`src/rtl/mand_pkg.sv`:
```
// Shared constants, fixed-point helpers and driver FSM encoding for the Mandelbrot
// frame driver and its coordinate generator.
package mand_pkg;

    localparam int FIX_W    = 27;
    localparam int FIX_FRAC = 20;

    localparam logic [31:0] ITER_CONVERGED = -32'sd1;

    localparam logic signed [FIX_W-1:0] ONE = FIX_W'(1 << FIX_FRAC);
    localparam logic signed [FIX_W-1:0] TWO = FIX_W'(2 << FIX_FRAC);

    typedef enum logic [2:0] {
        ST_IDLE,
        ST_LOAD,
        ST_ARM,
        ST_WAIT,
        ST_EMIT,
        ST_DONE
    } drv_state_t;

    function automatic logic is_converged(input logic [31:0] iter);
        return iter == ITER_CONVERGED;
    endfunction

endpackage

```
`src/rtl/mand_coord_gen.sv`:
```
// Raster pixel counters and complex-coordinate accumulators for one frame.
// Origin and step are latched on init and never re-sampled mid-frame.
module mand_coord_gen
    import mand_pkg::*;
#(
    parameter int WIDTH  = 640,
    parameter int HEIGHT = 480,
    parameter int CW     = FIX_W
) (
    input  logic                 clock,
    input  logic                 reset,
    input  logic                 init,
    input  logic                 advance,
    input  logic signed [CW-1:0] re_origin,
    input  logic signed [CW-1:0] im_origin,
    input  logic signed [CW-1:0] step,
    output logic [9:0]           x,
    output logic [8:0]           y,
    output logic signed [CW-1:0] c_re,
    output logic signed [CW-1:0] c_im,
    output logic                 last_pix
);

    localparam logic [9:0] X_LAST = 10'(WIDTH - 1);
    localparam logic [8:0] Y_LAST = 9'(HEIGHT - 1);

    logic signed [CW-1:0] re_org_q;
    logic signed [CW-1:0] step_q;
    logic                 last_col;

    assign last_col = (x == X_LAST);
    assign last_pix = last_col && (y == Y_LAST);

    // Accumulation wraps silently in CW-bit two's complement; imaginary axis points up.
    always_ff @(posedge clock or negedge reset) begin
        if (!reset) begin
            re_org_q <= '0;
            step_q   <= '0;
            x        <= '0;
            y        <= '0;
            c_re     <= '0;
            c_im     <= '0;
        end else if (init) begin
            re_org_q <= re_origin;
            step_q   <= step;
            x        <= '0;
            y        <= '0;
            c_re     <= re_origin;
            c_im     <= im_origin;
        end else if (advance) begin
            if (last_col) begin
                x    <= '0;
                y    <= y + 9'd1;
                c_re <= re_org_q;
                c_im <= c_im - step_q;
            end else begin
                x    <= x + 10'd1;
                c_re <= c_re + step_q;
            end
        end
    end

endmodule

```
`src/rtl/mand_frame_driver.sv`:
```
// Drives one mand_solver across a WIDTH x HEIGHT frame and streams iteration counts.
// Optional per-frame statistics ports are enabled by MAND_FRAME_DRIVER_STATS_EN.
module mand_frame_driver
    import mand_pkg::*;
#(
    parameter int WIDTH  = 640,
    parameter int HEIGHT = 480,
    parameter int CW     = FIX_W
) (
    input  logic                 clock,
    input  logic                 reset,
    input  logic                 start,
    input  logic signed [CW-1:0] re_origin,
    input  logic signed [CW-1:0] im_origin,
    input  logic signed [CW-1:0] step,
    output logic                 busy,
    output logic                 frame_done,
    output logic                 solver_reset,
    output logic signed [CW-1:0] solver_c_re,
    output logic signed [CW-1:0] solver_c_im,
    input  logic                 solver_ready,
    input  logic [31:0]          solver_out,
    output logic                 pix_valid,
    input  logic                 pix_ready,
    output logic [9:0]           pix_x,
    output logic [8:0]           pix_y,
    output logic [31:0]          pix_iter
`ifdef MAND_FRAME_DRIVER_STATS_EN
    ,
    output logic [31:0]          conv_count,
    output logic [31:0]          frame_cycles
`endif
);

    drv_state_t state;
    logic       init;
    logic       advance;
    logic       handshake;
    logic [9:0] cur_x;
    logic [8:0] cur_y;
    logic       last_pix;

    always_comb begin
        init      = (state == ST_IDLE) && start;
        handshake = (state == ST_EMIT) && pix_ready;
        advance   = handshake && !last_pix;
    end

    mand_coord_gen #(
        .WIDTH  (WIDTH),
        .HEIGHT (HEIGHT),
        .CW     (CW)
    ) u_coord (
        .clock     (clock),
        .reset     (reset),
        .init      (init),
        .advance   (advance),
        .re_origin (re_origin),
        .im_origin (im_origin),
        .step      (step),
        .x         (cur_x),
        .y         (cur_y),
        .c_re      (solver_c_re),
        .c_im      (solver_c_im),
        .last_pix  (last_pix)
    );

    // solver_reset is registered: dropping it while in LOAD makes it low throughout ARM.
    always_ff @(posedge clock or negedge reset) begin
        if (!reset) begin
            state        <= ST_IDLE;
            busy         <= 1'b0;
            frame_done   <= 1'b0;
            solver_reset <= 1'b1;
            pix_valid    <= 1'b0;
            pix_x        <= '0;
            pix_y        <= '0;
            pix_iter     <= '0;
        end else begin
            frame_done <= 1'b0;
            unique case (state)
                ST_IDLE: begin
                    solver_reset <= 1'b1;
                    if (start) begin
                        busy  <= 1'b1;
                        state <= ST_LOAD;
                    end
                end
                ST_LOAD: begin
                    solver_reset <= 1'b0;
                    state        <= ST_ARM;
                end
                ST_ARM: begin
                    state <= ST_WAIT;
                end
                ST_WAIT: begin
                    if (solver_ready) begin
                        pix_iter  <= solver_out;
                        pix_x     <= cur_x;
                        pix_y     <= cur_y;
                        pix_valid <= 1'b1;
                        state     <= ST_EMIT;
                    end
                end
                ST_EMIT: begin
                    if (pix_ready) begin
                        pix_valid    <= 1'b0;
                        solver_reset <= 1'b1;
                        if (last_pix) begin
                            frame_done <= 1'b1;
                            busy       <= 1'b0;
                            state      <= ST_DONE;
                        end else begin
                            state <= ST_LOAD;
                        end
                    end
                end
                ST_DONE: begin
                    state <= ST_IDLE;
                end
                default: begin
                    state <= ST_IDLE;
                end
            endcase
        end
    end

`ifdef MAND_FRAME_DRIVER_STATS_EN
    // The start cycle counts as 1; the final value settles on the edge closing DONE.
    always_ff @(posedge clock or negedge reset) begin
        if (!reset) begin
            conv_count   <= '0;
            frame_cycles <= '0;
        end else if (init) begin
            conv_count   <= '0;
            frame_cycles <= 32'd1;
        end else begin
            if (state != ST_IDLE) begin
                frame_cycles <= frame_cycles + 32'd1;
            end
            if (handshake && is_converged(pix_iter)) begin
                conv_count <= conv_count + 32'd1;
            end
        end
    end
`endif

endmodule
```
`config.mk`:
```
export PLATFORM = sky130hd
export DESIGN_NAME = mand_frame_driver
export DESIGN_NICKNAME = d
export VERILOG_FILES = /design/src/rtl/mand_pkg.sv /design/src/rtl/mand_coord_gen.sv /design/src/rtl/mand_frame_driver.sv
export SDC_FILE = /design/constraint.sdc
export NUM_CORES = 1
export LEC_CHECK = 0
export CORE_MARGIN = 4
export CORE_UTILIZATION = 53
export CTS_BUF_LIST = sky130_fd_sc_hd__clkbuf_4
export CTS_CLUSTER_SIZE = 25
export DETAILED_ROUTE_END_ITERATION = 7
export PLACE_DENSITY_LB_ADDON = 0.2
export SYNTH_ARGS = -nofsm -noshare
export SYNTH_HDL_FRONTEND = slang
export SYNTH_SLANG_ARGS = --single-unit
```
`constraint.sdc`:
```
create_clock -name clock -period 3.3 [get_ports clock]
set_clock_uncertainty 0.1 [all_clocks]
set_input_delay 0.495 -clock clock [delete_from_list [all_inputs] [get_ports clock]]
set_output_delay 0.495 -clock clock [all_outputs]
set_load 0.01 [all_outputs]
```
## Word-level counts from Yosys, hierarchy flattened

Index checks and enable logic that the tools add are counted.

- Output and inout port bits: 109
- Input bits: 118
- Register bits after elaboration: 185

- Reduce and logical (&&, ||, !) cells: 17
- Add/sub/neg operators: 4
- Mux-type cells: 29
- Equal/unequal tests: 10

Operators by type and width:

| cell | count |
|---|---|
| 27-bit 2-to-1 mux | 6 |
| 10-bit 2-to-1 mux | 3 |
| 27-bit adder | 1 |
| 9-bit 2-to-1 mux | 3 |
| 27-bit subtractor | 1 |
| 3-bit case mux with 5 select lines | 1 |
| 3-bit 2-to-1 mux | 4 |
| 10-bit by 1-bit adder with 10-bit output, second input constant | 1 |
| 10-bit equality test, second input constant | 1 |
| 9-bit by 1-bit adder with 9-bit output, second input constant | 1 |
| 9-bit equality test, second input constant | 1 |
| 1-bit 2-to-1 mux | 9 |
| 2-bit inequality test, second input constant | 4 |
| 2-bit nonzero test | 4 |
| 3-bit by 2-bit equality test with 1-bit output, second input constant | 2 |
| 2-bit AND reduction | 3 |
| 3-bit AND reduction | 2 |
| 1-bit logical AND | 4 |
| 1-bit case mux with 2 select lines | 2 |
| 4-bit AND reduction | 1 |
| 3-bit by 1-bit equality test with 1-bit output, second input constant | 1 |
| 3-bit equality test, second input constant | 1 |
| 3-bit zero test | 1 |
| 1-bit case mux with 3 select lines | 1 |
| other kinds (2) | 2 |

## Logic depth before layout (Yosys ltp)

Gate-level depths: netlist (run 1).

- Word-level depth: 6
- Depth in mapped cells: 11
- Mapped depth without buffers: 11

## Modules after synthesis

From an unflattened synthesis (run 1), not the netlist that was laid out.

- Cells, all modules: 1,069
- Area total of the unflattened synthesis: 10,288.6 sq um

By module, submodules not included:

| module | area each (sq um) | cells each | sequential area each (sq um) | times used |
|---|---|---|---|---|
| mand_coord_gen | 7,997.7 | 932 | 3,178.0 | 1 |
| mand_frame_driver | 2,290.9 | 137 | 1,452.6 | 1 |

## Worst setup path after synthesis (run 1)

OpenSTA, ideal clock, no wires.

- Kind: reg2reg
- From: reg u_coord.c_re[0]
- To: reg u_coord.c_re[26]
- Data required time: 3,062 ps
- Arrival: 2,681 ps
- Path slack: 380 ps
- Path buffers: 0
- Stages on the path, launching flop included: 11
- Setup time: 138 ps
- Cell sequence: dfrtp_1 > ha_1 > inv_1 > fa_1 > nor2b_1 > o31a_1 > o22ai_1 > o41a_1 > o221ai_1 > a21oi_1 > or4_1

- Longest elaborated chain between the ends: 4

Ends and longest elaborated chain:

| what | RTL line | RTL |
|---|---|---|
| from (decl) | mand_coord_gen.sv:19 | `output logic signed [CW-1:0] c_re,` |
| from (signal assigned) | mand_coord_gen.sv:48 | `c_re <= re_origin;` |
| from (signal assigned) | mand_coord_gen.sv:54 | `c_re <= re_org_q;` |
| from (signal assigned) | mand_coord_gen.sv:58 | `c_re <= c_re + step_q;` |
| 27-bit adder | mand_coord_gen.sv:58 |  |
| 27-bit 2-to-1 mux | mand_coord_gen.sv:51 | `if (last_col) begin` |
| 27-bit 2-to-1 mux | mand_coord_gen.sv:50 | `end else if (advance) begin` |
| 27-bit 2-to-1 mux | mand_coord_gen.sv:43 | `end else if (init) begin` |

No other way between the ends. The select of a mux whose other input is x is not followed.
A chain may end at the register's enable or synchronous reset.

## Worst setup path after layout (run 1)

- From: reg u_coord.step_q[0]
- To: reg u_coord.c_re[26]

- Longest elaborated chain between the ends: 4

Ends and longest elaborated chain:

| what | RTL line | RTL |
|---|---|---|
| from (decl) | mand_coord_gen.sv:28 | `logic signed [CW-1:0] step_q;` |
| from (signal assigned) | mand_coord_gen.sv:45 | `step_q <= step;` |
| 27-bit adder | mand_coord_gen.sv:58 |  |
| 27-bit 2-to-1 mux | mand_coord_gen.sv:51 |  |
| 27-bit 2-to-1 mux | mand_coord_gen.sv:50 |  |
| 27-bit 2-to-1 mux | mand_coord_gen.sv:43 |  |

No other way between the ends. The select of a mux whose other input is x is not followed.

==> run_summary.xml, run 1 <==
<?xml version="1.0" encoding="UTF-8"?>
<metrics>
  <group name="placed_design">
    <metric name="numPortBuffers" unit="">226</metric>
    <metric name="dpl_worst_slack" unit="ps">208.0</metric>
    <metric name="gp_congestion" unit="">0.9324</metric>
    <metric name="dp.final_hpwl" unit="µm">22850</metric>
  </group>
  <group name="sta">
    <metric name="finalSetupViolations" unit="">0</metric>
    <metric name="max_clock_freq" unit="MHz">324.7</metric>
    <metric name="max-slew-margin-rel" unit="%">53.06</metric>
    <metric name="layout_setup_ws" unit="ps">220.0</metric>
    <metric name="maxSlewViolCount" unit="">0</metric>
    <metric name="timing.final.hold_violations" unit="">0</metric>
    <metric name="fin_crit" unit="ps">3080</metric>
    <metric name="finalSetupTns" unit="ps">0</metric>
    <metric name="tightest_slew" unit="ps">701.6</metric>
    <metric name="rsz0062_at_grt" unit="">no</metric>
    <metric name="period_share" unit="%">93.33</metric>
  </group>
  <group name="clocking">
    <metric name="cts-buffers-inserted" unit="">17</metric>
    <metric name="path_clk_slew" unit="ps">180</metric>
    <metric name="cts_tree" unit="">done</metric>
    <metric name="h_tree_levels" unit="">4</metric>
    <metric name="clock-sinks" unit="">185</metric>
    <metric name="clock_tree.root_cell" unit="">sky130_fd_sc_hd__clkbuf_4</metric>
    <metric name="clock_path_buffers" unit="">2</metric>
    <metric name="clock_latency" unit="ps">570</metric>
  </group>
  <group name="worst_setup_path">
    <metric name="worst-r2r-setup-slack" unit="ps">220</metric>
    <metric name="cp_slowest_cell" unit="">sky130_fd_sc_hd__or4_1</metric>
    <metric name="worst_setup_path_start_kind" unit="">register</metric>
    <metric name="critPathMaxStageDelay" unit="ps">510</metric>
    <metric name="critical_path_class" unit="">register to register</metric>
    <metric name="end_kind" unit="">register</metric>
    <metric name="cp_data_required_time" unit="ps">3630</metric>
    <metric name="crit_chain" unit="">ha_1 -&gt; inv_1 -&gt; fa_1 -&gt; nor2b_2 -&gt; o31a_1 -&gt; o22ai_1 -&gt; o41a_1 -&gt; o221ai_2 -&gt; a21oi_1 -&gt; or4_1</metric>
    <metric name="worst_ep_arrival_time" unit="ps">3410</metric>
    <metric name="crit_path_max_fanout" unit="">3</metric>
  </group>
  <group name="synthesis">
    <metric name="syn_area_cell" unit="µm²">9.060</metric>
    <metric name="synth.yosys.seq_area_share" unit="%">43.99</metric>
    <metric name="postSynthRegisterBits" unit="">185</metric>
    <metric name="yosys-top-cells-area" unit="">sky130_fd_sc_hd__dfrtp_1 44%, sky130_fd_sc_hd__nand2_1 7.4%, sky130_fd_sc_hd__ha_1 6.4%</metric>
    <metric name="netlist.top_cell.by_area" unit="">sky130_fd_sc_hd__dfrtp_1</metric>
    <metric name="post_synth_num_cell_types" unit="">60</metric>
    <metric name="async_reset_ff_share" unit="%">100.0</metric>
    <metric name="share_of_the_synthesized_area_in_the_top_cell_type" unit="%">43.74</metric>
    <metric name="yosys_most_used_dff" unit="">sky130_fd_sc_hd__dfrtp_1</metric>
    <metric name="synth-edff-count" unit="">0</metric>
    <metric name="netlist_instances" unit="">1162</metric>
    <metric name="synthesis.area" unit="mm²">0.01053</metric>
    <metric name="yosys_warnings" unit="">0</metric>
    <metric name="synthesis.nets" unit="">1336</metric>
  </group>
  <group name="global_route">
    <metric name="grt.met2_usage" unit="%">43.97</metric>
    <metric name="grt_met3_use" unit="%">4.406</metric>
    <metric name="maximum_number_of_pins_on_one_net_before_global_route_repair" unit="">72</metric>
    <metric name="grt.met1_usage" unit="%">37.88</metric>
    <metric name="track_usage" unit="%">26.83</metric>
    <metric name="overflow" unit="">0</metric>
    <metric name="wire_length_of_the_first_global_routing_pass" unit="µm">47910</metric>
    <metric name="grt_antenna_before_repair" unit="">1</metric>
    <metric name="number_of_global_route_vias_before_repair" unit="">9258</metric>
    <metric name="grt_most_used_layer" unit="">met2</metric>
  </group>
  <group name="hold_path">
    <metric name="worst_hold_path_type" unit="">input pin to register</metric>
  </group>
  <group name="run">
    <metric name="max_cap_viol_count" unit="">0</metric>
  </group>
  <group name="floorplan">
    <metric name="initial_core_utilization" unit="%">53.92</metric>
    <metric name="die_height" unit="µm">148.9</metric>
    <metric name="placeableCoreArea" unit="mm²">0.01953</metric>
    <metric name="die_area" unit="mm²">0.02218</metric>
    <metric name="die_w" unit="µm">148.9</metric>
    <metric name="count_of_pins_on_the_block_boundary" unit="">227</metric>
    <metric name="row_count" unit="">51</metric>
  </group>
  <group name="route">
    <metric name="detail_route.drc_violations" unit="">0</metric>
    <metric name="totalWireLength" unit="µm">29750</metric>
    <metric name="via_per_inst" unit="">5.752</metric>
    <metric name="route.detailed.wl_per_inst" unit="µm">18.05</metric>
    <metric name="drt_pass1_iterations" unit="">5</metric>
    <metric name="drt_first_iter_violations" unit="">586</metric>
    <metric name="ant_nets" unit="">0</metric>
    <metric name="routed-via-count" unit="">9480</metric>
  </group>
  <group name="power_and_ir_drop">
    <metric name="power.switching" unit="mW">6.118</metric>
    <metric name="internal_power" unit="mW">7.403</metric>
    <metric name="clockPowerShare" unit="%">9.9</metric>
    <metric name="p_leak" unit="nW">5.997</metric>
    <metric name="sequentialPowerShare" unit="%">28.4</metric>
    <metric name="power_per_cell_area" unit="mW/mm²">1004</metric>
    <metric name="pwr-share-comb" unit="%">61.7</metric>
    <metric name="ir_drop" unit="mV">0.5271</metric>
    <metric name="p_sw_share" unit="%">45.25</metric>
    <metric name="report.power.total" unit="mW">13.52</metric>
  </group>
  <group name="final_layout">
    <metric name="final_net_count" unit="">1543</metric>
    <metric name="area_growth_syn_to_layout" unit="%">27.88</metric>
    <metric name="drive_above_1_share" unit="%">8.755</metric>
  </group>
  <group name="outcome">
    <metric name="outcome" unit="">complete, no violations</metric>
  </group>
</metrics>
synth_stat cells (5+ instances only):
library cell / count
sky130_fd_sc_hd__clkbuf_1: 47
sky130_fd_sc_hd__nand2b_1: 5
sky130_fd_sc_hd__nand4_1: 19
sky130_fd_sc_hd__nor3_1: 24
sky130_fd_sc_hd__a221o_1: 5
sky130_fd_sc_hd__o31ai_1: 6
sky130_fd_sc_hd__or3_1: 8
sky130_fd_sc_hd__dfrtp_1: 184
sky130_fd_sc_hd__inv_1: 42
sky130_fd_sc_hd__a21o_1: 17
sky130_fd_sc_hd__o22ai_1: 5
sky130_fd_sc_hd__a21oi_1: 87
sky130_fd_sc_hd__o21a_1: 14
sky130_fd_sc_hd__buf_1: 11
sky130_fd_sc_hd__nand3_1: 23
sky130_fd_sc_hd__a211oi_1: 14
sky130_fd_sc_hd__o211ai_1: 11
sky130_fd_sc_hd__and3_1: 13
sky130_fd_sc_hd__o31a_1: 7
sky130_fd_sc_hd__or4_1: 5
sky130_fd_sc_hd__ha_1: 54
sky130_fd_sc_hd__nand2_1: 207
sky130_fd_sc_hd__o21ai_0: 89
sky130_fd_sc_hd__mux2_2: 53
sky130_fd_sc_hd__nor2b_1: 6
sky130_fd_sc_hd__a31oi_1: 8
sky130_fd_sc_hd__o2111ai_1: 5
sky130_fd_sc_hd__mux2i_1: 5
sky130_fd_sc_hd__xnor2_1: 20
sky130_fd_sc_hd__o21bai_1: 10
sky130_fd_sc_hd__a221oi_1: 5
sky130_fd_sc_hd__xor2_1: 29
sky130_fd_sc_hd__nor2_1: 78
stage by stage:
stage          cells  util, %  instance area (µm²)  hold WS (ps)
6_report        1648    68.95                13460         344.8
5_1_grt         1648    68.95                13460         291.3
4_1_cts         1645    68.81                13440         301.6
3_5_place_dp    1612    67.17                13120         363.7
3_3_place_gp    1612    67.17                13120         353.4
2_1_floorplan   1162        -                10530         99.41
critical path, delay by kind of cell (launching register included):
| kind | cells | cell delay, ps |
|---|---|---|
| buf+inv | 1 | 60 |
| compound gates | 5 | 1060 |
| flops | 1 | 420 |
| fa+ha+maj | 2 | 610 |
| simple gates | 2 | 690 |
power by group through the flow:
stage               Sequential, mW  Combinational, mW  Clock, mW
finish                        3.84               8.34       1.33
global route                  3.95               9.25       1.47
CTS                           3.84               8.28       1.37
detailed placement            3.88               8.23          0
global placement              3.85               8.17          0
floorplan                     3.92               5.33          0
layer usage:
metal	part of all wire, %	wire [µm]
met5	0	0
met4	1.3	390
met3	7.3	2171
met2	47	14040
met1	44	13150
state kept, by name, indices dropped and copies added (netlist names), 3 cells and up:
| register | count |
|---|---|
| u_coord.x | 10 |
| pix_y | 9 |
| u_coord.c_re | 27 |
| u_coord.re_org_q | 27 |
| state | 3 |
| pix_iter | 32 |
| pix_x | 10 |
| u_coord.y | 9 |
| u_coord.c_im | 27 |
| u_coord.step_q | 27 |
repair_timing:
item                                    4_1_cts  5_1_grt
gates resized for setup                       0        3
hold endpoints to repair                     69        0
endpoints found under the setup margin        0        2
hold buffers                                  1        0
buffers inserted                              0        2
cells by family after synthesis:
family          count (synthesis)  share of synthesized area, %
simple gates                  403                         16.95
fa+ha+maj                      56                         6.798
xor+xnor                       49                         4.077
mux                            58                         6.145
flops                         185                         43.99
compound gates                307                         18.23
buf+inv                       104                         3.815
path summary, 6_finish.rpt:
path / from / to / cells past startpoint
min in group asynchronous: reset / pix_iter[2]$_DFFE_PN0P_ / 2
setup / recovery: u_coord.step_q[0]$_DFFE_PN0P_ / u_coord.c_re[26]$_DFFE_PN0P_ / 10
max in group asynchronous: reset / solver_reset$_DFFE_PN1P_ / 3
setup reg to reg: u_coord.step_q[0]$_DFFE_PN0P_ / u_coord.c_re[26]$_DFFE_PN0P_ / 10
hold reg to reg: solver_reset$_DFFE_PN1P_ / solver_reset$_DFFE_PN1P_ / 2
hold / removal: im_origin[7] / u_coord.c_im[7]$_DFFE_PN0P_ / 3
cell usage in the layout (no fill, tap or decap), drive strengths merged, types with 25 or more instances in the layout:
| cell | synthesis | layout |
|---|---|---|
| nor3 | 25 | 25 |
| dfrtp | 184 | 184 |
| clkdlybuf4s50 | 0 | 225 |
| o21ai | 89 | 89 |
| nand2 | 207 | 207 |
| inv | 42 | 49 |
| mux2 | 53 | 53 |
| nor2 | 78 | 78 |
| xor2 | 29 | 29 |
| a21oi | 87 | 87 |
| ha | 54 | 54 |
cell type report:
type / instances / area (µm²)
Fill cell: 1630 / 6063
Clock buffer: 18 / 135.1
Sequential cell: 185 / 4631
Timing Repair Buffer: 250 / 2496
Clock inverter: 14 / 176.4
Tap cell: 265 / 331.6
Inverter: 42 / 157.7
Antenna cell: 1 / 2.502
Multi-Input combinational cell: 873 / 5533
Power figures use the tool's default switching activity.
==> run 2, diff against run 1 <==
Settings changed: CTS_BUF_LIST sky130_fd_sc_hd__clkbuf_4 to sky130_fd_sc_hd__clkbuf_8.
==> run 2 against run 1 <==
Compared with the run above: the flow now stops in detailed routing; synthesized cell count unchanged; synthesized area unchanged; global-route usage increased by 0.16 points.
==> run_summary.xml, run 2 <==
<?xml version="1.0" encoding="UTF-8"?>
<metrics>
  <group name="outcome">
    <metric name="outcome" unit="">did not finish</metric>
    <metric name="flow.stopped_at" unit="">detailed routing</metric>
    <metric name="flow.first_error" unit="">Error: net279 1 pin not visited #guides = 226</metric>
  </group>
  <group name="global_route">
    <metric name="overflow" unit="">0</metric>
    <metric name="wire_length_of_the_first_global_routing_pass" unit="µm">48110</metric>
    <metric name="maximum_number_of_pins_on_one_net_before_global_route_repair" unit="">72</metric>
    <metric name="grt_antenna_before_repair" unit="">0</metric>
    <metric name="number_of_global_route_vias_before_repair" unit="">9260</metric>
    <metric name="track_usage" unit="%">26.98</metric>
  </group>
  <group name="clocking">
    <metric name="clock_path_buffers" unit="">2</metric>
    <metric name="clock_tree.root_cell" unit="">sky130_fd_sc_hd__clkbuf_8</metric>
    <metric name="h_tree_levels" unit="">4</metric>
    <metric name="cts-buffers-inserted" unit="">17</metric>
    <metric name="clock-sinks" unit="">185</metric>
  </group>
  <group name="synthesis">
    <metric name="synth.cells.most_frequent" unit="">207 x sky130_fd_sc_hd__nand2_1, 184 x sky130_fd_sc_hd__dfrtp_1, 89 x sky130_fd_sc_hd__o21ai_0</metric>
    <metric name="yosys_warnings" unit="">0</metric>
    <metric name="share_of_the_synthesized_area_in_the_top_cell_type" unit="%">43.74</metric>
    <metric name="yosys_most_used_dff" unit="">sky130_fd_sc_hd__dfrtp_1</metric>
    <metric name="yosys.cell_count.top_type" unit="">sky130_fd_sc_hd__nand2_1</metric>
    <metric name="syn_area_cell" unit="µm²">9.060</metric>
    <metric name="netlist_instances" unit="">1162</metric>
    <metric name="synth-edff-count" unit="">0</metric>
    <metric name="netlist.top_cell.by_area" unit="">sky130_fd_sc_hd__dfrtp_1</metric>
    <metric name="postSynthRegisterBits" unit="">185</metric>
    <metric name="synthesis.nets" unit="">1336</metric>
    <metric name="synthesis.area" unit="mm²">0.01053</metric>
    <metric name="async_reset_ff_share" unit="%">100.0</metric>
    <metric name="post_synth_num_cell_types" unit="">60</metric>
    <metric name="synth.yosys.seq_area_share" unit="%">43.99</metric>
    <metric name="yosys-top-cells-area" unit="">sky130_fd_sc_hd__dfrtp_1 44%, sky130_fd_sc_hd__nand2_1 7.4%, sky130_fd_sc_hd__ha_1 6.4%</metric>
  </group>
  <group name="sta">
    <metric name="worst-ep-kind" unit="">register input</metric>
    <metric name="repair-timing-grt-worst-ep" unit="">u_coord.c_re[26]$_DFFE_PN0P_/D</metric>
  </group>
  <group name="floorplan">
    <metric name="initial_core_utilization" unit="%">53.92</metric>
    <metric name="count_of_pins_on_the_block_boundary" unit="">227</metric>
    <metric name="die_w" unit="µm">148.9</metric>
    <metric name="row_count" unit="">51</metric>
    <metric name="die_height" unit="µm">148.9</metric>
  </group>
  <group name="placed_design">
    <metric name="dp.final_hpwl" unit="µm">22850</metric>
    <metric name="gp_congestion" unit="">0.9324</metric>
    <metric name="numPortBuffers" unit="">226</metric>
    <metric name="dpl_worst_slack" unit="ps">208.0</metric>
  </group>
</metrics>
-- run 2: cell counts after synthesis --
No cell type changed its count.
-- run 2: kinds of logic after synthesis --
logic type	Yosys count	synth area share, %
AND/OR/NAND/NOR	403	16.95
flip-flops	185	43.99
XOR/XNOR	49	4.077
multiplexers	58	6.145
AO/OA/AOI/OAI	307	18.23
buffers and inverters	104	3.815
adder cells (fa/ha/maj)	56	6.798
-- run 2: what timing repair did --
| item | CTS | global route |
|---|---|---|
| endpoints found under the setup margin | 0 | 2 |
| buffers inserted | 0 | 2 |
| hold endpoints to repair | 69 | 0 |
| resized for setup | 0 | 2 |
| hold buffers | 1 | 0 |
-- run 2: layer usage --
metal	GRT usage, %
met2	44.22
met5	0
met1	38.02
met3	4.315
met4	6.316
-- run 2: metrics by stage --
| step | instances | cell area [µm²] |
|---|---|---|
| after floorplan | 1162 | 10530 |
| after global placement | 1612 | 13120 |
| after detailed placement | 1612 | 13120 |
| after CTS | 1645 | 13540 |
| after global routing | 1647 | 13560 |
==> run 3, diff against run 2 <==
Settings changed: CORE_UTILIZATION 53 to 40, CTS_BUF_LIST sky130_fd_sc_hd__clkbuf_8 to not set, CTS_CLUSTER_SIZE 25 to not set, PLACE_DENSITY_LB_ADDON 0.2 to 0.15.
==> run 3 against run 2 <==
Compared with the run above: the flow now finishes without violations; global-route usage decreased by 6.2 points.
==> run_summary.xml, run 3 (same netlist as run 1, synthesis figures left out) <==
<?xml version="1.0" encoding="UTF-8"?>
<metrics>
  <group name="worst_setup_path">
    <metric name="critPathMaxStageDelay" unit="ps">500</metric>
    <metric name="r2r_start" unit="">u_coord.step_q[0]$_DFFE_PN0P_</metric>
    <metric name="cp.buffers_inverters" unit="">1</metric>
    <metric name="crit_chain" unit="">ha_1 -&gt; inv_1 -&gt; fa_1 -&gt; nor2b_1 -&gt; o31a_1 -&gt; o22ai_1 -&gt; o41a_1 -&gt; o221ai_1 -&gt; a21oi_1 -&gt; or4_1</metric>
    <metric name="end_kind" unit="">register</metric>
    <metric name="worstReg2RegEnd" unit="">u_coord.c_re[26]$_DFFE_PN0P_</metric>
    <metric name="crit_path_max_fanout" unit="">3</metric>
    <metric name="worst_ep_arrival_time" unit="ps">3240</metric>
    <metric name="critical_path_class" unit="">register to register</metric>
    <metric name="cp_slowest_cell" unit="">sky130_fd_sc_hd__or4_1</metric>
    <metric name="path_delay_family" unit="">compound AO/OA/AOI/OAI gates</metric>
    <metric name="worst_setup_path_start_kind" unit="">register</metric>
    <metric name="cp_data_required_time" unit="ps">3490</metric>
    <metric name="worst-r2r-setup-slack" unit="ps">250</metric>
    <metric name="worstRegToRegCells" unit="">10</metric>
  </group>
  <group name="floorplan">
    <metric name="row_count" unit="">59</metric>
    <metric name="initial_core_utilization" unit="%">40.51</metric>
    <metric name="count_of_pins_on_the_block_boundary" unit="">227</metric>
    <metric name="placeableCoreArea" unit="mm²">0.02598</metric>
    <metric name="die_height" unit="µm">170.2</metric>
    <metric name="die_w" unit="µm">170.2</metric>
    <metric name="die_area" unit="mm²">0.02898</metric>
  </group>
  <group name="clocking">
    <metric name="clock_path_buffers" unit="">2</metric>
    <metric name="path_clk_slew" unit="ps">70</metric>
    <metric name="post_cts_resized" unit="">0</metric>
    <metric name="clock_tree.root_cell" unit="">sky130_fd_sc_hd__clkbuf_16</metric>
    <metric name="clock_latency" unit="ps">430</metric>
    <metric name="h_tree_levels" unit="">4</metric>
    <metric name="clock-sinks" unit="">185</metric>
    <metric name="number_of_setup_buffers_added_after_cts" unit="">0</metric>
    <metric name="cts-buffers-inserted" unit="">17</metric>
    <metric name="cts_tree" unit="">done</metric>
  </group>
  <group name="final_layout">
    <metric name="mostFrequentLayoutCell" unit="">sky130_fd_sc_hd__clkdlybuf4s50_1</metric>
    <metric name="final_net_count" unit="">1542</metric>
    <metric name="register_ranked_first_by_flip_flop_count" unit="">pix_iter</metric>
    <metric name="largest_reg_flops" unit="">32</metric>
    <metric name="drive_above_1_share" unit="%">8.472</metric>
    <metric name="area_growth_syn_to_layout" unit="%">31.35</metric>
    <metric name="final-instance-count-excl-fill" unit="">1716</metric>
    <metric name="most-common-layout-cells" unit="">225 x sky130_fd_sc_hd__clkdlybuf4s50_1, 206 x sky130_fd_sc_hd__nand2_1, 184 x sky130_fd_sc_hd__dfrtp_1, 89 x sky130_fd_sc_hd__o21ai_0, 86 x sky130_fd_sc_hd__a21oi_1</metric>
    <metric name="postLayoutCellArea" unit="mm²">0.01383</metric>
    <metric name="diodes" unit="">0</metric>
  </group>
  <group name="placed_design">
    <metric name="numPortBuffers" unit="">226</metric>
    <metric name="cell_count_post_placement" unit="">1683</metric>
    <metric name="placed_area" unit="mm²">0.01321</metric>
    <metric name="gp_congestion" unit="">0.8992</metric>
    <metric name="dpl_worst_slack" unit="ps">297.2</metric>
    <metric name="dp.final_hpwl" unit="µm">22750</metric>
  </group>
  <group name="power_and_ir_drop">
    <metric name="power_per_cell_area" unit="mW/mm²">1030</metric>
    <metric name="ir_drop" unit="mV">0.4521</metric>
    <metric name="p_leak" unit="nW">6.122</metric>
  </group>
  <group name="global_route">
    <metric name="grt_antenna_before_repair" unit="">0</metric>
    <metric name="wire_length_of_the_first_global_routing_pass" unit="µm">48470</metric>
    <metric name="track_usage" unit="%">20.80</metric>
    <metric name="overflow" unit="">0</metric>
    <metric name="maximum_number_of_pins_on_one_net_before_global_route_repair" unit="">66</metric>
    <metric name="number_of_global_route_vias_before_repair" unit="">9211</metric>
  </group>
  <group name="route">
    <metric name="totalWireLength" unit="µm">30470</metric>
    <metric name="drt_first_iter_violations" unit="">636</metric>
    <metric name="drt_pass1_iterations" unit="">5</metric>
    <metric name="route.detailed.wl_per_inst" unit="µm">17.76</metric>
    <metric name="ant_nets" unit="">0</metric>
    <metric name="via_per_inst" unit="">5.417</metric>
    <metric name="detail_route.drc_violations" unit="">0</metric>
    <metric name="routed-via-count" unit="">9295</metric>
  </group>
  <group name="hold_path">
    <metric name="hp-start" unit="">solver_reset$_DFFE_PN1P_</metric>
    <metric name="holdPathEnd" unit="">solver_reset$_DFFE_PN1P_</metric>
    <metric name="worst_hold_path_type" unit="">register to register</metric>
    <metric name="holdPathStages" unit="">2</metric>
  </group>
  <group name="sta">
    <metric name="fin_crit" unit="ps">3047</metric>
    <metric name="max_clock_freq" unit="MHz">328.2</metric>
    <metric name="finalSetupTns" unit="ps">0</metric>
    <metric name="finalSetupViolations" unit="">0</metric>
    <metric name="timing.final.hold_violations" unit="">0</metric>
    <metric name="tightest_slew" unit="ps">665.9</metric>
    <metric name="layout_setup_ws" unit="ps">253.1</metric>
    <metric name="rsz0062_at_grt" unit="">no</metric>
    <metric name="max-slew-margin-rel" unit="%">54.46</metric>
    <metric name="maxSlewViolCount" unit="">0</metric>
    <metric name="period_share" unit="%">92.33</metric>
  </group>
  <group name="outcome">
    <metric name="outcome" unit="">complete, no violations</metric>
  </group>
  <group name="run">
    <metric name="max_cap_viol_count" unit="">0</metric>
  </group>
</metrics>
## run 3: repair_timing
action                     4_1_cts  5_1_grt
hold buffers                     1        0
setup endpoints to repair        0        0
hold endpoints to repair        60        0
## run 3: routing by layer
layer  vias up  global-route usage (%)  part of all wire (%)
met5         -                       0                     0
met4         0                   5.347                   1.6
met3        27                   3.856                   5.8
met2       276                   32.94                    45
met1      4451                   29.53                    47
li1       4541                       -                     -
## run 3: final cells by class
| type | count | area [µm²] |
|---|---|---|
| Multi-Input combinational cell | 873 | 5524 |
| Clock buffer | 18 | 429.2 |
| Timing Repair Buffer | 249 | 2489 |
| Inverter | 42 | 157.7 |
| Fill cell | 2391 | 12160 |
| Clock inverter | 14 | 178.9 |
| Tap cell | 335 | 419.2 |
| Sequential cell | 185 | 4631 |
## run 3: worst min-delay path, cell delays in order (launching register included)
cell and delay [ps]:
sky130_fd_sc_hd__dfstp_2 370, sky130_fd_sc_hd__o21ai_0 60, sky130_fd_sc_hd__nand2_1 50
## run 3: worst max-delay path by stage
stage	from	endpoint	slack, ps	cells after the start
after floorplan	u_coord.c_re[0]$_DFFE_PN0P_	u_coord.c_re[26]$_DFFE_PN0P_	380	10
after global placement	u_coord.step_q[0]$_DFFE_PN0P_	u_coord.c_re[26]$_DFFE_PN0P_	370	10
after detailed placement	u_coord.step_q[0]$_DFFE_PN0P_	u_coord.c_re[26]$_DFFE_PN0P_	300	10
after CTS	u_coord.c_im[0]$_DFFE_PN0P_	u_coord.c_im[14]$_DFFE_PN0P_	260	11
after global routing	u_coord.c_im[0]$_DFFE_PN0P_	u_coord.c_im[14]$_DFFE_PN0P_	70	11
final	u_coord.step_q[0]$_DFFE_PN0P_	u_coord.c_re[26]$_DFFE_PN0P_	250	10
## run 3: through the flow
| stage | total power, mW | utilization (%) | hold WS [ps] |
|---|---|---|---|
| after floorplan | 9.249 | - | 99.41 |
| after global routing | 15.39 | 53.22 | 386.9 |
| final | 14.24 | 53.22 | 376.6 |
| after CTS | 14.29 | 53.22 | 378.6 |
| after global placement | 12.04 | 50.84 | 356.2 |
| after detailed placement | 12.11 | 50.84 | 362.9 |
## run 3: power breakdown
part,internal (mW),leakage [nW],switching (mW)
Combinational,3.81,3.51,4.48
Sequential,3.15,2.31,0.699
Clock,1.09,0.296,1.01
==> run 4, diff against run 3 <==
Settings changed: CORE_ASPECT_RATIO set to 0.8, GPL_TIMING_DRIVEN set to 1.
==> run 4 against run 3 <==
Compared with the run above: clock power fell by 9%; global-route usage rose by 0.43 points; worst setup slack got worse by 18 ps; critical path depth did not move; hold slack got worse by 360 ps; utilization rose by 0.55 points; combinational power rose by 1%.
==> run_summary.xml, run 4 (same netlist as run 1, synthesis figures left out) <==
<?xml version="1.0" encoding="UTF-8"?>
<metrics>
  <group name="outcome">
    <metric name="outcome" unit="">complete, no violations</metric>
  </group>
  <group name="worst_setup_path">
    <metric name="crit_chain" unit="">ha_1 -&gt; inv_1 -&gt; fa_1 -&gt; nor2b_2 -&gt; o31a_1 -&gt; o22ai_1 -&gt; o41a_1 -&gt; o221ai_1 -&gt; a21oi_1 -&gt; or4_1</metric>
    <metric name="critPathMaxStageDelay" unit="ps">500</metric>
    <metric name="r2r_start" unit="">u_coord.step_q[0]$_DFFE_PN0P_</metric>
    <metric name="cp_data_required_time" unit="ps">3510</metric>
    <metric name="worst_ep_arrival_time" unit="ps">3280</metric>
    <metric name="critical_path_class" unit="">register to register</metric>
    <metric name="worstRegToRegCells" unit="">10</metric>
    <metric name="end_kind" unit="">register</metric>
    <metric name="worst-r2r-setup-slack" unit="ps">230</metric>
    <metric name="worst_setup_path_start_kind" unit="">register</metric>
    <metric name="cp_slowest_cell" unit="">sky130_fd_sc_hd__or4_1</metric>
    <metric name="worstReg2RegEnd" unit="">u_coord.c_re[26]$_DFFE_PN0P_</metric>
    <metric name="crit_path_max_fanout" unit="">4</metric>
  </group>
  <group name="power_and_ir_drop">
    <metric name="power_per_cell_area" unit="mW/mm²">1025</metric>
    <metric name="ir_drop" unit="mV">0.5017</metric>
    <metric name="p_leak" unit="nW">6.089</metric>
    <metric name="report.power.total" unit="mW">14.13</metric>
  </group>
  <group name="route">
    <metric name="ant_nets" unit="">0</metric>
    <metric name="routed-via-count" unit="">9338</metric>
    <metric name="via_per_inst" unit="">5.395</metric>
    <metric name="detail_route.drc_violations" unit="">0</metric>
    <metric name="drt_pass1_iterations" unit="">5</metric>
    <metric name="totalWireLength" unit="µm">31190</metric>
    <metric name="drt_first_iter_violations" unit="">703</metric>
    <metric name="route.detailed.wl_per_inst" unit="µm">18.02</metric>
  </group>
  <group name="final_layout">
    <metric name="final-instance-count-excl-fill" unit="">1731</metric>
    <metric name="largest_reg_flops" unit="">32</metric>
    <metric name="postLayoutCoreUtil" unit="%">53.77</metric>
    <metric name="most-common-layout-cells" unit="">225 x sky130_fd_sc_hd__clkdlybuf4s50_1, 206 x sky130_fd_sc_hd__nand2_1, 184 x sky130_fd_sc_hd__dfrtp_1, 89 x sky130_fd_sc_hd__o21ai_0, 86 x sky130_fd_sc_hd__a21oi_1</metric>
    <metric name="register_ranked_first_by_flip_flop_count" unit="">pix_iter</metric>
    <metric name="postLayoutCellArea" unit="mm²">0.01378</metric>
    <metric name="fillerInstances" unit="">2467</metric>
    <metric name="area_growth_syn_to_layout" unit="%">30.92</metric>
    <metric name="sequential_cell_area" unit="mm²">0.004631</metric>
    <metric name="multiInputGateArea" unit="mm²">0.005527</metric>
    <metric name="mostFrequentLayoutCell" unit="">sky130_fd_sc_hd__clkdlybuf4s50_1</metric>
    <metric name="diodes" unit="">0</metric>
    <metric name="drive_above_1_share" unit="%">8.406</metric>
    <metric name="final_net_count" unit="">1541</metric>
  </group>
  <group name="floorplan">
    <metric name="count_of_pins_on_the_block_boundary" unit="">227</metric>
    <metric name="initial_core_utilization" unit="%">41.07</metric>
    <metric name="placeableCoreArea" unit="mm²">0.02563</metric>
    <metric name="die_w" unit="µm">189.4</metric>
    <metric name="row_count" unit="">52</metric>
    <metric name="die_height" unit="µm">153.1</metric>
    <metric name="die_area" unit="mm²">0.02900</metric>
  </group>
  <group name="hold_path">
    <metric name="worst_hold_path_type" unit="">input pin to asynchronous set/reset pin</metric>
  </group>
  <group name="global_route">
    <metric name="number_of_global_route_vias_before_repair" unit="">9181</metric>
    <metric name="overflow" unit="">0</metric>
    <metric name="track_usage" unit="%">21.22</metric>
    <metric name="wire_length_of_the_first_global_routing_pass" unit="µm">49770</metric>
    <metric name="maximum_number_of_pins_on_one_net_before_global_route_repair" unit="">91</metric>
    <metric name="grt_antenna_before_repair" unit="">1</metric>
  </group>
  <group name="clocking">
    <metric name="h_tree_levels" unit="">4</metric>
    <metric name="cts_tree" unit="">done</metric>
    <metric name="cts-buffers-inserted" unit="">17</metric>
    <metric name="clock_path_buffers" unit="">2</metric>
    <metric name="clock_latency" unit="ps">440</metric>
    <metric name="holdBufCountCts" unit="">0</metric>
    <metric name="path_clk_slew" unit="ps">70</metric>
    <metric name="clock-sinks" unit="">185</metric>
    <metric name="clock_tree.root_cell" unit="">sky130_fd_sc_hd__clkbuf_16</metric>
  </group>
  <group name="sta">
    <metric name="timing.final.hold_violations" unit="">0</metric>
    <metric name="rsz0062_at_grt" unit="">no</metric>
    <metric name="finalSetupTns" unit="ps">0</metric>
    <metric name="layout_setup_ws" unit="ps">234.9</metric>
    <metric name="max_clock_freq" unit="MHz">326.3</metric>
    <metric name="fin_crit" unit="ps">3065</metric>
    <metric name="tightest_slew" unit="ps">756.1</metric>
    <metric name="maxSlewViolCount" unit="">0</metric>
    <metric name="period_share" unit="%">92.88</metric>
    <metric name="timing.hold.ws" unit="ps">18.56</metric>
    <metric name="max-slew-margin-rel" unit="%">49.59</metric>
    <metric name="finalSetupViolations" unit="">0</metric>
  </group>
  <group name="placed_design">
    <metric name="dpl_worst_slack" unit="ps">204.7</metric>
    <metric name="numPortBuffers" unit="">226</metric>
    <metric name="placed_area" unit="mm²">0.01325</metric>
    <metric name="cell_count_post_placement" unit="">1699</metric>
    <metric name="gp_congestion" unit="">0.8944</metric>
    <metric name="dp.final_hpwl" unit="µm">23020</metric>
  </group>
  <group name="run">
    <metric name="max_cap_viol_count" unit="">0</metric>
  </group>
</metrics>
## run 4: changes by cell type in the layout (fill, tap and decap cells not counted), moves of 2 or more
cell,delta
sky130_fd_sc_hd__inv_6,+5
sky130_fd_sc_hd__inv_8,-4
sky130_fd_sc_hd__clkinvlp_4,+2
sky130_fd_sc_hd__clkinv_2,+3
sky130_fd_sc_hd__clkinv_8,-3
sky130_fd_sc_hd__clkbuf_1,+2
sky130_fd_sc_hd__clkbuf_8,+2
sky130_fd_sc_hd__clkinv_4,-5
## run 4: area by class of cell
class | instances | area share [%]
multi-input cells | 873 | 40.10
flip-flops and latches | 185 | 33.60
well taps | 351 | 3.186
repair buffers | 248 | 18.09
inverters | 42 | 1.144
clock buffers | 21 | 3.268
clock inverters | 11 | 0.6173
## run 4: worst max-delay path by stage
| stage | cells past startpoint | endpoint | startpoint |
|---|---|---|---|
| after floorplan | 10 | u_coord.c_re[26]$_DFFE_PN0P_ | u_coord.c_re[0]$_DFFE_PN0P_ |
| after global placement | 10 | u_coord.c_re[26]$_DFFE_PN0P_ | u_coord.step_q[0]$_DFFE_PN0P_ |
| after detailed placement | 10 | u_coord.c_re[26]$_DFFE_PN0P_ | u_coord.step_q[0]$_DFFE_PN0P_ |
| after CTS | 10 | u_coord.c_re[26]$_DFFE_PN0P_ | u_coord.step_q[0]$_DFFE_PN0P_ |
| after global routing | 10 | u_coord.c_re[26]$_DFFE_PN0P_ | u_coord.step_q[0]$_DFFE_PN0P_ |
| final | 10 | u_coord.c_re[26]$_DFFE_PN0P_ | u_coord.step_q[0]$_DFFE_PN0P_ |
## run 4: critical path: cells and delay by family (launching register included)
kind / cells / cell delay (ps)
AOI/OAI and AO/OA: 5 / 1130
DFF: 1 / 390
adders and majority gates: 2 / 580
buffers and inverters: 1 / 60
and+or+nand+nor: 2 / 670
## run 4: what timing repair did
action                                  CTS  global route
gates resized for setup                   0             1
endpoints found under the setup margin    0             1
setup buffers                             0             0
hold endpoints to repair                  0             0
## run 4: metal layers
metal | vias up | track usage (%) | share of wire, %
met5 | - | 0 | 0.042
met4 | 2 | 3.960 | 0.80
met3 | 20 | 5.381 | 7.9
met2 | 317 | 31.46 | 43
met1 | 4461 | 31.76 | 49
li1 | 4538 | - | -
## run 4: power breakdown
| group | switching (mW) | total (mW) | internal (mW) |
|---|---|---|---|
| Combinational | 4.54 | 8.37 | 3.83 |
| Sequential | 0.683 | 3.83 | 3.15 |
| Clock | 0.926 | 1.92 | 0.998 |
| Total | 6.15 | 14.1 | 7.98 |
